### src/rtl/ps2_host_tx.sv
// Host-to-device PS/2 transmitter: inhibit, request-to-send, shift one byte
// on device clock falls, then sample the device ACK and wait for bus release.
`timescale 1ns/1ps
module ps2_host_tx #(
    parameter int unsigned INHIBIT_CYCLES = 5000,
    parameter int unsigned FILTER_LEN     = 8,
    parameter int unsigned TIMEOUT_CYCLES = 750000
) (
    input  logic       clk,
    input  logic       rst_n,
    input  logic       ps2_clk,
    input  logic       ps2_data,
    output logic       ps2_clk_oe,
    output logic       ps2_data_oe,
    input  logic [7:0] tx_data,
    input  logic       tx_valid,
    output logic       tx_ready,
    output logic       busy,
    output logic       tx_done,
    output logic       tx_ack,
    output logic       tx_timeout
);

    localparam int unsigned FL_W  = $clog2(FILTER_LEN + 1);
    localparam int unsigned INH_W = $clog2(INHIBIT_CYCLES + 1);
    localparam int unsigned TO_W  = $clog2(TIMEOUT_CYCLES + 1);

    typedef enum logic [2:0] {
        S_IDLE,
        S_INHIBIT,
        S_RTS,
        S_SHIFT,
        S_WAIT_REL
    } state_t;

    // index 0 = clock line, index 1 = data line
    logic [1:0]      r_sync1;
    logic [1:0]      r_sync2;
    logic [1:0]      r_filt;
    logic [FL_W-1:0] r_fcnt [2];
    logic            r_clk_prev;
    logic            w_fall;

    state_t           r_state, w_state_n;
    logic [7:0]       r_byte, w_byte_n;
    logic             r_par, w_par_n;
    logic             r_drv, w_drv_n;
    logic             r_ack, w_ack_n;
    logic [3:0]       r_edge, w_edge_n;
    logic [INH_W-1:0] r_inh_cnt, w_inh_cnt_n;
    logic [TO_W-1:0]  r_to_cnt, w_to_cnt_n;
    logic             w_done;
    logic             w_timeout;
    logic             w_to_hit;

    always_ff @(posedge clk or negedge rst_n) begin
        if (!rst_n) begin
            r_sync1    <= '1;
            r_sync2    <= '1;
            r_filt     <= '1;
            r_fcnt[0]  <= '0;
            r_fcnt[1]  <= '0;
            r_clk_prev <= 1'b1;
        end else begin
            r_sync1    <= {ps2_data, ps2_clk};
            r_sync2    <= r_sync1;
            r_clk_prev <= r_filt[0];
            for (int unsigned i = 0; i < 2; i++) begin
                if (r_sync2[i] == r_filt[i]) begin
                    r_fcnt[i] <= '0;
                end else if (r_fcnt[i] == FL_W'(FILTER_LEN - 1)) begin
                    r_filt[i] <= r_sync2[i];
                    r_fcnt[i] <= '0;
                end else begin
                    r_fcnt[i] <= r_fcnt[i] + FL_W'(1);
                end
            end
        end
    end

    assign w_fall = r_clk_prev & ~r_filt[0];

    always_ff @(posedge clk or negedge rst_n) begin
        if (!rst_n) begin
            r_state   <= S_IDLE;
            r_byte    <= '0;
            r_par     <= 1'b0;
            r_drv     <= 1'b0;
            r_ack     <= 1'b0;
            r_edge    <= '0;
            r_inh_cnt <= '0;
            r_to_cnt  <= '0;
        end else begin
            r_state   <= w_state_n;
            r_byte    <= w_byte_n;
            r_par     <= w_par_n;
            r_drv     <= w_drv_n;
            r_ack     <= w_ack_n;
            r_edge    <= w_edge_n;
            r_inh_cnt <= w_inh_cnt_n;
            r_to_cnt  <= w_to_cnt_n;
        end
    end

    // A fall on the terminal-count cycle wins over the timeout.
    assign w_to_hit = ~w_fall && (r_to_cnt == TO_W'(TIMEOUT_CYCLES));

    always_comb begin
        w_state_n   = r_state;
        w_byte_n    = r_byte;
        w_par_n     = r_par;
        w_drv_n     = r_drv;
        w_ack_n     = r_ack;
        w_edge_n    = r_edge;
        w_inh_cnt_n = r_inh_cnt;
        w_to_cnt_n  = r_to_cnt;
        w_done      = 1'b0;
        w_timeout   = 1'b0;

        if (r_state == S_SHIFT || r_state == S_WAIT_REL) begin
            if (w_fall) begin
                w_to_cnt_n = '0;
            end else if (r_to_cnt != TO_W'(TIMEOUT_CYCLES)) begin
                w_to_cnt_n = r_to_cnt + TO_W'(1);
            end
        end

        case (r_state)
            S_IDLE: begin
                if (tx_valid) begin
                    w_byte_n    = tx_data;
                    w_par_n     = ~^tx_data;
                    w_inh_cnt_n = '0;
                    w_state_n   = S_INHIBIT;
                end
            end
            S_INHIBIT: begin
                if (r_inh_cnt == INH_W'(INHIBIT_CYCLES - 1)) begin
                    w_state_n = S_RTS;
                end else begin
                    w_inh_cnt_n = r_inh_cnt + INH_W'(1);
                end
            end
            S_RTS: begin
                w_state_n  = S_SHIFT;
                w_to_cnt_n = '0;
                w_edge_n   = '0;
                w_drv_n    = 1'b0;
            end
            S_SHIFT: begin
                if (w_to_hit) begin
                    w_timeout = 1'b1;
                    w_state_n = S_IDLE;
                end else if (w_fall) begin
                    w_edge_n = r_edge + 4'd1;
                    if (r_edge < 4'd8) begin
                        w_drv_n = r_byte[r_edge[2:0]];
                    end else if (r_edge == 4'd8) begin
                        w_drv_n = r_par;
                    end else if (r_edge == 4'd9) begin
                        w_drv_n = 1'b1;
                    end else begin
                        w_ack_n   = ~r_filt[1];
                        w_state_n = S_WAIT_REL;
                    end
                end
            end
            S_WAIT_REL: begin
                if (r_filt[0] && r_filt[1]) begin
                    w_done    = 1'b1;
                    w_state_n = S_IDLE;
                end else if (w_to_hit) begin
                    w_timeout = 1'b1;
                    w_state_n = S_IDLE;
                end
            end
            default: w_state_n = S_IDLE;
        endcase
    end

    assign ps2_clk_oe  = (r_state == S_INHIBIT) || (r_state == S_RTS);
    assign ps2_data_oe = (r_state == S_RTS) || ((r_state == S_SHIFT) && ~r_drv);
    assign tx_ready    = (r_state == S_IDLE);
    assign busy        = (r_state != S_IDLE);
    assign tx_done     = w_done;
    assign tx_ack      = w_done & r_ack;
    assign tx_timeout  = w_timeout;

endmodule

### config.mk
export PLATFORM = sky130hd
export DESIGN_NAME = ps2_host_tx
export DESIGN_NICKNAME = d
export VERILOG_FILES = /design/src/rtl/ps2_host_tx.sv
export SDC_FILE = /design/constraint.sdc
export NUM_CORES = 1
export LEC_CHECK = 0
export ABC_CLOCK_PERIOD_IN_PS = 2000
export CORE_ASPECT_RATIO = 1.75
export CORE_MARGIN = 2
export CORE_UTILIZATION = 30
export DETAILED_ROUTE_END_ITERATION = 16
export PLACE_DENSITY_LB_ADDON = 0.1
export SLEW_MARGIN = 40
export SYNTH_ARGS = -nofsm -noshare
export SYNTH_HDL_FRONTEND = slang
export SYNTH_SLANG_ARGS = --single-unit
### constraint.sdc
create_clock -name clk -period 2 [get_ports clk]
set_input_delay 0.4 -clock clk [delete_from_list [all_inputs] [get_ports clk]]
set_output_delay 0.4 -clock clk [all_outputs]
set_load 0.02 [all_outputs]
# [Yosys cells after proc, flatten, opt, wreduce, memory -nomap -nowiden]
# Index checks and enable logic that the tools add are counted.
[word_totals] ff_bits=66 in_bits=13 out_inout_bits=7 elab_cells=117
[op_classes] add_sub_neg=5 n_lt_le_gt_ge=2 n_eq_ne=24 mux=37 bitwise=12 n_reduce_logical=22
[ops] operator="two-way mux 20 bit" count=4
[ops] operator="two-way mux 3 bit" count=9
[ops] operator="two-way mux 13 bit" count=2
[ops] operator="case mux 13 bit (2 select lines)" count=1
[ops] operator="two-way mux 4 bit" count=6
[ops] operator="adder 20 x 1 -> 20 bit, second input constant" count=1
[ops] operator="equality test 20 bit, second input constant" count=1
[ops] operator="!= test 20 bit, second input constant" count=1
[ops] operator="case mux 3 bit (5 select lines)" count=1
[ops] operator="adder 13 x 1 -> 13 bit, second input constant" count=1
[ops] operator="equality test 13 bit, second input constant" count=1
[ops] operator="adder 4 x 1 -> 4 bit, second input constant" count=3
[ops] operator="!= test 3 bit, second input constant" count=4
[ops] operator="two-way mux 1 bit" count=10
[ops] operator="!= test 2 bit, second input constant" count=5
[ops] operator="inverter 1 bit" count=10
[ops] operator="equality test 4 x 3 -> 1 bit, second input constant" count=2
[ops] operator="equality test 4 bit, second input constant" count=2
[ops] operator="case mux 4 bit (2 select lines)" count=1
[ops] operator="AND reduction 2 bit" count=4
[ops] operator="XNOR reduction 8 bit" count=1
[ops] operator="AND reduction 7 bit" count=1
[ops] operator="equality test 3 x 2 -> 1 bit, second input constant" count=2
[ops] operator="AND reduction 3 bit" count=2
[ops] operator="17 further kinds" count=27

# [Longest topological paths before layout]
# Gate-level depths: netlist (run 1).
[depth] ltp_word=7 depth_mapped=8 ltp_nobuf=7

# [Worst setup path after synthesis (run 1)]
# Ideal clock, no wire load.
[synth_path] path_type="flip-flop to output port" from="register r_to_cnt[0]" to="output port tx_timeout" t_arrival_ps=1648 t_required_ps=1600 slack_ps=-48 stages_incl_launch_ff=6 n_path_buf=0 cell_sequence="dfrtp_1 -> inv_1 -> ha_1 -> nor4b_1 -> nand4bb_1 -> a211oi_1"
[synth_between] elab_chain_len=5
[synth_rtl] item="from (decl)" line_no="51" rtl="logic [TO_W-1:0] r_to_cnt, w_to_cnt_n;"
[synth_rtl] item="from (signal assigned)" line_no="101" rtl="r_to_cnt <= w_to_cnt_n;"
[synth_rtl] item="equality test 20 bit (*)" line_no="106" rtl="assign w_to_hit = ~w_fall && (r_to_cnt == TO_W'(TIMEOUT_CYCLES));"
[synth_rtl] item="logical AND 1 bit (*)" line_no="106"
[synth_rtl] item="two-way mux 1 bit (*)" line_no="151, 172"
[synth_rtl] item="two-way mux 1 bit" line_no="169" rtl="if (r_filt[0] && r_filt[1]) begin"
[synth_rtl] item="case mux 1 bit (2 select lines) (*)" line_no="128" rtl="case (r_state)"
[synth_rtl] item="to (decl)" line_no="21" rtl="output logic tx_timeout"
# Every way passes the cells marked *; elsewhere a longest branch is shown, timed or not.

# [Worst setup path in the final report (run 1)]
# Ends and elaborated chain as after synthesis.

==> results.py, run 1 <==
metrics = {
    "worst_setup_path": {
        "reg2reg_from": "r_to_cnt[0]$_DFFE_PN0P_",
        "critPathKind": "flip-flop to primary output",
        "r2r_setup_slack_ns": -0.02,
        "critPathRequiredTime_ns": 1.60,
        "r2r-end": "r_to_cnt[18]$_DFFE_PN0P_",
        "critical_path.endpoint_type": "primary output",
        "worstPathMaxFanout": 3,
        "start_kind": "flip-flop",
        "rr_worst_depth": 11,
        "cp.arrival_ns": 1.76,
    },
    "floorplanning": {
        "io-pin-count": 20,
        "die_x_um": 86.36,
        "die_area_um2": 12790,
        "num_rows": 52,
        "core_um2": 11580,
        "floorplan.die.height_um": 148.1,
        "start_util_pct": 30.75,
    },
    "sta": {
        "setup_tns_ns": -0.2338,
        "timing.fmax_ghz": 0.4620,
        "rsz0062_at_grt": "yes",
        "fin_ws_ns": -0.1647,
        "relSlewSlack_pct": 58.51,
        "setup_viol": 6,
        "final.setup_skew_ns": 0.009125,
        "final-hold-violation-count": 0,
        "tightestPinTransition_ns": 0.6224,
        "fin_crit_sh_pct": 108.2,
        "maxSlewViolCount": 0,
        "min_period_ns": 2.165,
        "hold_slack_ns": 0.04980,
    },
    "outcome": {
        "status": "finished, violations left",
        "violations": "setup timing",
    },
    "synth": {
        "ys_seq_area_share_pct": 46.63,
        "avgSynthCellArea_um2": 9.297,
        "synth_xor_area_share_pct": 5.165,
        "synthFlopType": "dfrtp_1",
        "synth_cells": 383,
        "ys_ff_latch": 66,
        "synthesis.area_um2": 3561,
        "synthMuxAreaShare_pct": 2.881,
        "synthAdderAreaFrac_pct": 2.811,
        "ys_warn_count": 0,
        "synth_area_leaders": "dfrtp_1 41%, nand2_1 5.9%, dfstp_2 5.2%",
        "synth_top_family_by_area": "simple AND/OR/NAND/NOR gates",
        "yosys.area.top_type": "dfrtp_1",
        "ys_types": 55,
        "synthSimpleGateAreaFrac_pct": 24.39,
        "synth_top_area_share_pct": 41.46,
        "async_reset_ff_share_pct": 100.0,
        "synthesis.nets": 404,
        "synth-compound-area-share_pct": 14.93,
        "synth_edf_count": 0,
    },
    "placed_design": {
        "dp.cells": 591,
        "io_buffers": 19,
        "hpwl_um": 6730,
        "pre_cts_ws_ns": -0.4416,
        "postPlaceCellArea_um2": 4407,
        "gp_congestion": 0.8064,
    },
    "route": {
        "drt-pass1-iter-count": 4,
        "met1_length_um": 3681,
        "top_layer": "met4",
        "drc": 0,
        "drtAntennaViolNets": 0,
        "wire_per_inst_um": 15.14,
        "drt_iter0_drc": 103,
        "dr_wl_met3_um": 186,
        "route.met2.wl_um": 5330,
        "routed_wl_um": 9356,
        "vias": 3093,
        "via_per_inst": 5.005,
    },
    "finish": {
        "diodes": 0,
        "fillers": 1190,
        "register_area_um2": 1660,
        "fin_area_um2": 4936,
        "final_nets": 499,
        "instances_no_fill": 618,
        "fin_util_pct": 42.62,
        "multiInputGateArea_um2": 1913,
        "area_delta_synth_final_pct": 38.62,
        "drive_gt1_share_pct": 29.61,
    },
    "global_route": {
        "antenna_found_initial": 0,
        "grt_pass1_vias": 3149,
        "grt_pass1_wl_um": 15660,
        "grt_max_degree": 46,
        "grt_overflow": 0,
        "grt_usage_pct": 15.61,
    },
    "pwr": {
        "ir_worst_vdd_v": 0.0007931,
        "total_power_mw": 5.943,
        "powerDensity_nw_per_um2": 1204,
        "p_leak_nw": 2.129,
    },
    "clocking": {
        "cts_buffers": 9,
        "htree_levels": 3,
        "root_buffer": "clkbuf_16",
        "cts_tree": "built",
        "cts_buffer_depth": 2,
        "cts_sinks": 66,
        "worstSkewPairLatency_ns": 0.33,
        "clk_pin_slew_worst_paths_ns": 0.06,
        "holdBufCountCts": 0,
    },
    "hold_path": {
        "hp-class": "primary input to asynchronous set/reset pin",
    },
    "run": {
        "max-cap-violations": 0,
    },
}
critical path, cell delays in order (launching register included):
cell,delay [ns]
dfrtp_1,0.37
inv_1,0.06
ha_1,0.14
nor4b_4,0.18
buf_4,0.16
nand4bb_4,0.14
a211oi_2,0.22
buf_4,0.19
state kept, by name, indices dropped and copies added, names as in the netlist, 2 cells and up:
| signal | cells |
|---|---|
| r_filt | 2 |
| r_to_cnt | 20 |
| r_sync1 | 2 |
| r_edge | 4 |
| r_sync2 | 2 |
| r_state | 3 |
| r_byte | 8 |
| r_inh_cnt | 13 |
| r_fcnt | 8 |
where the power goes:
group          total [mW]  switching [mW]  internal, mW
Clock                1.65           0.614          1.04
Combinational        2.50            1.26          1.24
Sequential           1.79           0.172          1.62
cells by family (layout without fill, tap and decap cells):
logic type                 after synthesis  after routing
adders and majority gates                8              8
and+or+nand+nor                        174            174
xor gates and xnor gates                21             21
DFF                                     66             66
muxes                                    7              7
buffers and inverters                   26            126
AOI/OAI and AO/OA                       81             81
how the worst max path moves through the flow:
stage                            startpoint                        end  slack (ns)  depth (start not counted)
finish              r_to_cnt[0]$_DFFE_PN0P_                 tx_timeout       -0.16                          7
global route        r_to_cnt[0]$_DFFE_PN0P_                 tx_timeout       -0.28                          7
CTS                 r_to_cnt[0]$_DFFE_PN0P_                 tx_timeout       -0.18                          7
detailed placement  r_to_cnt[0]$_DFFE_PN0P_                 tx_timeout       -0.44                          7
global placement    r_to_cnt[0]$_DFFE_PN0P_                 tx_timeout       -0.48                          7
floorplan            r_state[0]$_DFFE_PN0P_  r_inh_cnt[10]$_DFFE_PN0P_        0.08                          7
cells in the mapped netlist (2+ instances only):
library cell	n
buf_4	2
mux2_2	2
nand3_1	16
dfstp_2	7
o21ai_0	14
mux4_2	2
dfrtp_1	59
nand2_1	56
a21boi_0	2
nor2_1	39
mux2i_1	2
nand4bb_1	3
nor2b_1	8
ha_1	8
a21oi_1	10
o21ai_1	23
and2_1	3
buf_2	7
nor4_1	3
nand2b_1	7
nor3_1	11
a22o_1	3
o31ai_1	14
nand4_1	11
or3_1	4
or4_1	2
xnor2_1	20
o21bai_1	2
clkbuf_1	6
a31oi_1	3
inv_1	10
repair_timing:
| action | in CTS | in global routing |
|---|---|---|
| gates cloned | 0 | 1 |
| resized for setup | 42 | 19 |
| buffers inserted | 9 | 2 |
| pin swaps | 6 | 4 |
| endpoints found under the setup margin | 11 | 22 |
final cells by class:
cell class / instances / share of cell area [%]
clock inverter: 5 / 1.242
inverter: 10 / 0.7605
multi-input combinational: 291 / 38.76
clock buffer: 11 / 5.120
timing repair buffer: 100 / 17.06
sequential: 66 / 33.64
tap: 135 / 3.422
layer usage:
metal | global-route usage (%) | up-vias
met5 | 0 | -
met4 | 5.469 | 0
met3 | 2.664 | 10
met2 | 29.50 | 43
met1 | 17.03 | 1489
li1 | - | 1551
placed cells by master (no fill, tap or decap), types with 2 or more instances in the layout:
cell,Yosys,routed
dfrtp_1,59,59
clkdlybuf4s50_1,0,11
buf_12,0,3
o31ai_2,0,2
xnor2_1,20,20
buf_4,2,76
buf_6,0,4
nor4_1,3,2
dfstp_2,7,7
clkbuf_16,0,10
nand4bb_1,3,2
clkbuf_8,0,2
or3_4,0,2
nor2_1,39,37
buf_2,7,4
nor2b_1,8,7
inv_1,10,10
o21ai_0,14,11
nor4_2,1,2
ha_1,8,7
a22o_1,3,3
a21boi_0,2,2
o21ai_1,23,25
a21oi_1,10,10
and2_1,3,2
nor3_1,11,11
nand2b_1,7,5
nand2_1,56,56
mux2_2,2,2
mux2i_1,2,2
nand3_1,16,15
o31ai_1,14,12
a31oi_1,3,3
clkinvlp_4,0,3
or4_4,1,2
or3_1,4,2
nand4_1,11,11
mux4_2,2,2
Note: power is estimated with default switching activity, not from simulation.
==> run 2: changes to the inputs <==
--- a/config.mk
+++ b/config.mk
@@ -8,7 +8,7 @@
 export ABC_CLOCK_PERIOD_IN_PS = 2000
 export CORE_ASPECT_RATIO = 1.75
 export CORE_MARGIN = 2
-export CORE_UTILIZATION = 30
+export CORE_UTILIZATION = 50
 export DETAILED_ROUTE_END_ITERATION = 16
 export PLACE_DENSITY_LB_ADDON = 0.1
 export SLEW_MARGIN = 40
==> run 2 against run 1 <==
- the flow still finishes with violations (setup timing)
- combinational power shrank 13%
- design area decreased by 5.1%
- worst hold slack gained 0.30 ns
- critical path type unchanged
- largest cell class unchanged
==> results.py, run 2 (synthesis gave the netlist of run 1 again) <==
metrics = {
    "placed_design": {
        "dp.cells": 534,
        "pre_cts_ws_ns": -0.4779,
        "io_buffers": 19,
        "hpwl_um": 6201,
        "gp_congestion": 0.8663,
    },
    "sta": {
        "fin_ws_ns": -0.1487,
        "relSlewSlack_pct": 70.70,
        "rsz0062_at_grt": "yes",
        "final-hold-violation-count": 0,
        "maxSlewViolCount": 0,
        "tightestPinTransition_ns": 0.4348,
        "min_period_ns": 2.149,
        "final.setup_skew_ns": 0.005280,
        "timing.fmax_ghz": 0.4654,
        "hold_slack_ns": 0.3528,
        "setup_viol": 1,
        "fin_crit_sh_pct": 107.4,
        "setup_tns_ns": -0.1487,
    },
    "clocking": {
        "cts_sinks": 66,
        "cts_buffer_depth": 2,
        "cts_tree": "built",
        "root_buffer": "clkbuf_16",
        "htree_levels": 3,
        "cts_buffers": 9,
        "clk_pin_slew_worst_paths_ns": 0.05,
        "worstSkewPairLatency_ns": 0.33,
    },
    "finish": {
        "multiInputGateArea_um2": 1871,
        "fillers": 582,
        "final_nets": 487,
        "area_delta_synth_final_pct": 31.55,
        "largest-register": "r_to_cnt",
        "drive_gt1_share_pct": 25.05,
        "top_regs": "r_to_cnt x20, r_inh_cnt x13",
        "largest_reg_flops": 20,
        "fin_util_pct": 67.83,
        "layout_commonest_cell": "buf_4",
        "register_area_um2": 1660,
        "diodes": 0,
        "instances_no_fill": 555,
        "final_cell_mix": "65 x buf_4, 59 x dfrtp_1, 56 x nand2_1, 38 x nor2_1, 24 x o21ai_1",
    },
    "run": {
        "max-cap-violations": 0,
    },
    "worst_setup_path": {
        "r2r_setup_slack_ns": 0.06,
        "critPathKind": "flip-flop to primary output",
        "rr_worst_depth": 7,
        "cp.arrival_ns": 1.75,
        "endpoint": "tx_timeout",
        "worstPathMaxFanout": 2,
        "critical_path.endpoint_type": "primary output",
        "start_kind": "flip-flop",
        "reg2reg_from": "r_state[2]$_DFFE_PN0P_",
        "r2r-end": "r_to_cnt[18]$_DFFE_PN0P_",
        "critPathRequiredTime_ns": 1.60,
        "cp-startpoint": "r_to_cnt[1]$_DFFE_PN0P_",
    },
    "route": {
        "via_per_inst": 5.676,
        "vias": 3150,
        "routed_wl_um": 8578,
        "drtAntennaViolNets": 0,
        "drt_iter0_drc": 189,
        "drt-pass1-iter-count": 4,
        "drc": 0,
        "wire_per_inst_um": 15.46,
    },
    "floorplanning": {
        "floorplan.die.height_um": 115.6,
        "die_area_um2": 7840,
        "io-pin-count": 20,
        "core_um2": 6907,
        "start_util_pct": 51.56,
        "die_x_um": 67.80,
        "num_rows": 40,
    },
    "global_route": {
        "grt_overflow": 0,
        "grt_pass1_wl_um": 14490,
        "grt_usage_pct": 24.79,
        "grt_max_degree": 39,
        "antenna_found_initial": 0,
        "grt_pass1_vias": 3170,
    },
    "pwr": {
        "switching_share_pct": 34.07,
        "internal_power_mw": 3.625,
        "ir_worst_vdd_v": 0.0008390,
        "p_leak_nw": 2.031,
        "pwr-share-clk_pct": 27.6,
        "p_sw_mw": 1.873,
        "pwr-share-seq_pct": 32.7,
        "pwr-share-comb_pct": 39.7,
        "powerDensity_nw_per_um2": 1174,
    },
    "outcome": {
        "status": "finished, violations left",
        "violations": "setup timing",
    },
    "hold_path": {
        "hp-class": "flip-flop to flip-flop",
    },
}
run 2: worst max-delay path: stages (launching register included):
cell and delay (ns):
dfrtp_1 0.38, inv_1 0.06, ha_1 0.13, nor4b_4 0.22
nand4bb_1 0.20, a211oi_2 0.24, buf_4 0.19
run 2: what timing repair did:
item                                   in CTS  in global routing
setup endpoints to repair                  13                 16
pin swaps                                   4                  4
hold buffers                                1                  0
gates resized for setup                    32                 14
endpoints found under the hold margin      11                  0
setup buffers                               3                  2
run 2: layout make-up:
class	instances	area share [%]
multi-input combinational	291	39.93
sequential	66	35.44
timing repair buffer	88	15.44
clock buffer	11	4.968
tap	84	2.244
clock inverter	5	1.175
inverter	10	0.8013
run 2: worst min path at each step:
stage	from	endpoint	slack, ns	cells past startpoint
4_1_cts	r_sync1[1]$_DFF_PN1_	r_sync2[1]$_DFF_PN1_	0.36	0
5_1_grt	r_sync1[0]$_DFF_PN1_	r_sync2[0]$_DFF_PN1_	0.36	0
3_3_place_gp	rst_n	r_fcnt[3]$_DFF_PN0_	0.34	1
6_report	r_sync1[1]$_DFF_PN1_	r_sync2[1]$_DFF_PN1_	0.35	0
2_1_floorplan	rst_n	r_ack$_DFFE_PN0P_	0.10	0
3_5_place_dp	rst_n	r_fcnt[3]$_DFF_PN0_	0.35	1
run 2: layer usage:
metal	part of all wire [%]	GRT usage (%)	vias up	routed length, um
met5	0	0	-	0
met4	4.4	14.80	0	378
met3	3.6	4.272	28	310
met2	55	42.75	78	4753
met1	37	27.81	1522	3135
li1	-	-	1522	-
run 2: power groups by stage:
stage,Clock (mW),Combinational [mW],Sequential [mW]
after floorplan,0,1.29,1.81
after global placement,0,2.10,1.80
after detailed placement,0,2.13,1.82
after CTS,1.55,2.14,1.80
after global routing,1.59,2.44,1.84
final,1.52,2.18,1.80
run 2: per-stage QoR:
stage / area, um^2 / power [mW]
final: 4684 / 5.499
after detailed placement: 4285 / 3.950
after global routing: 4684 / 5.863
after floorplan: 3566 / 3.104
after global placement: 4285 / 3.901
after CTS: 4631 / 5.487
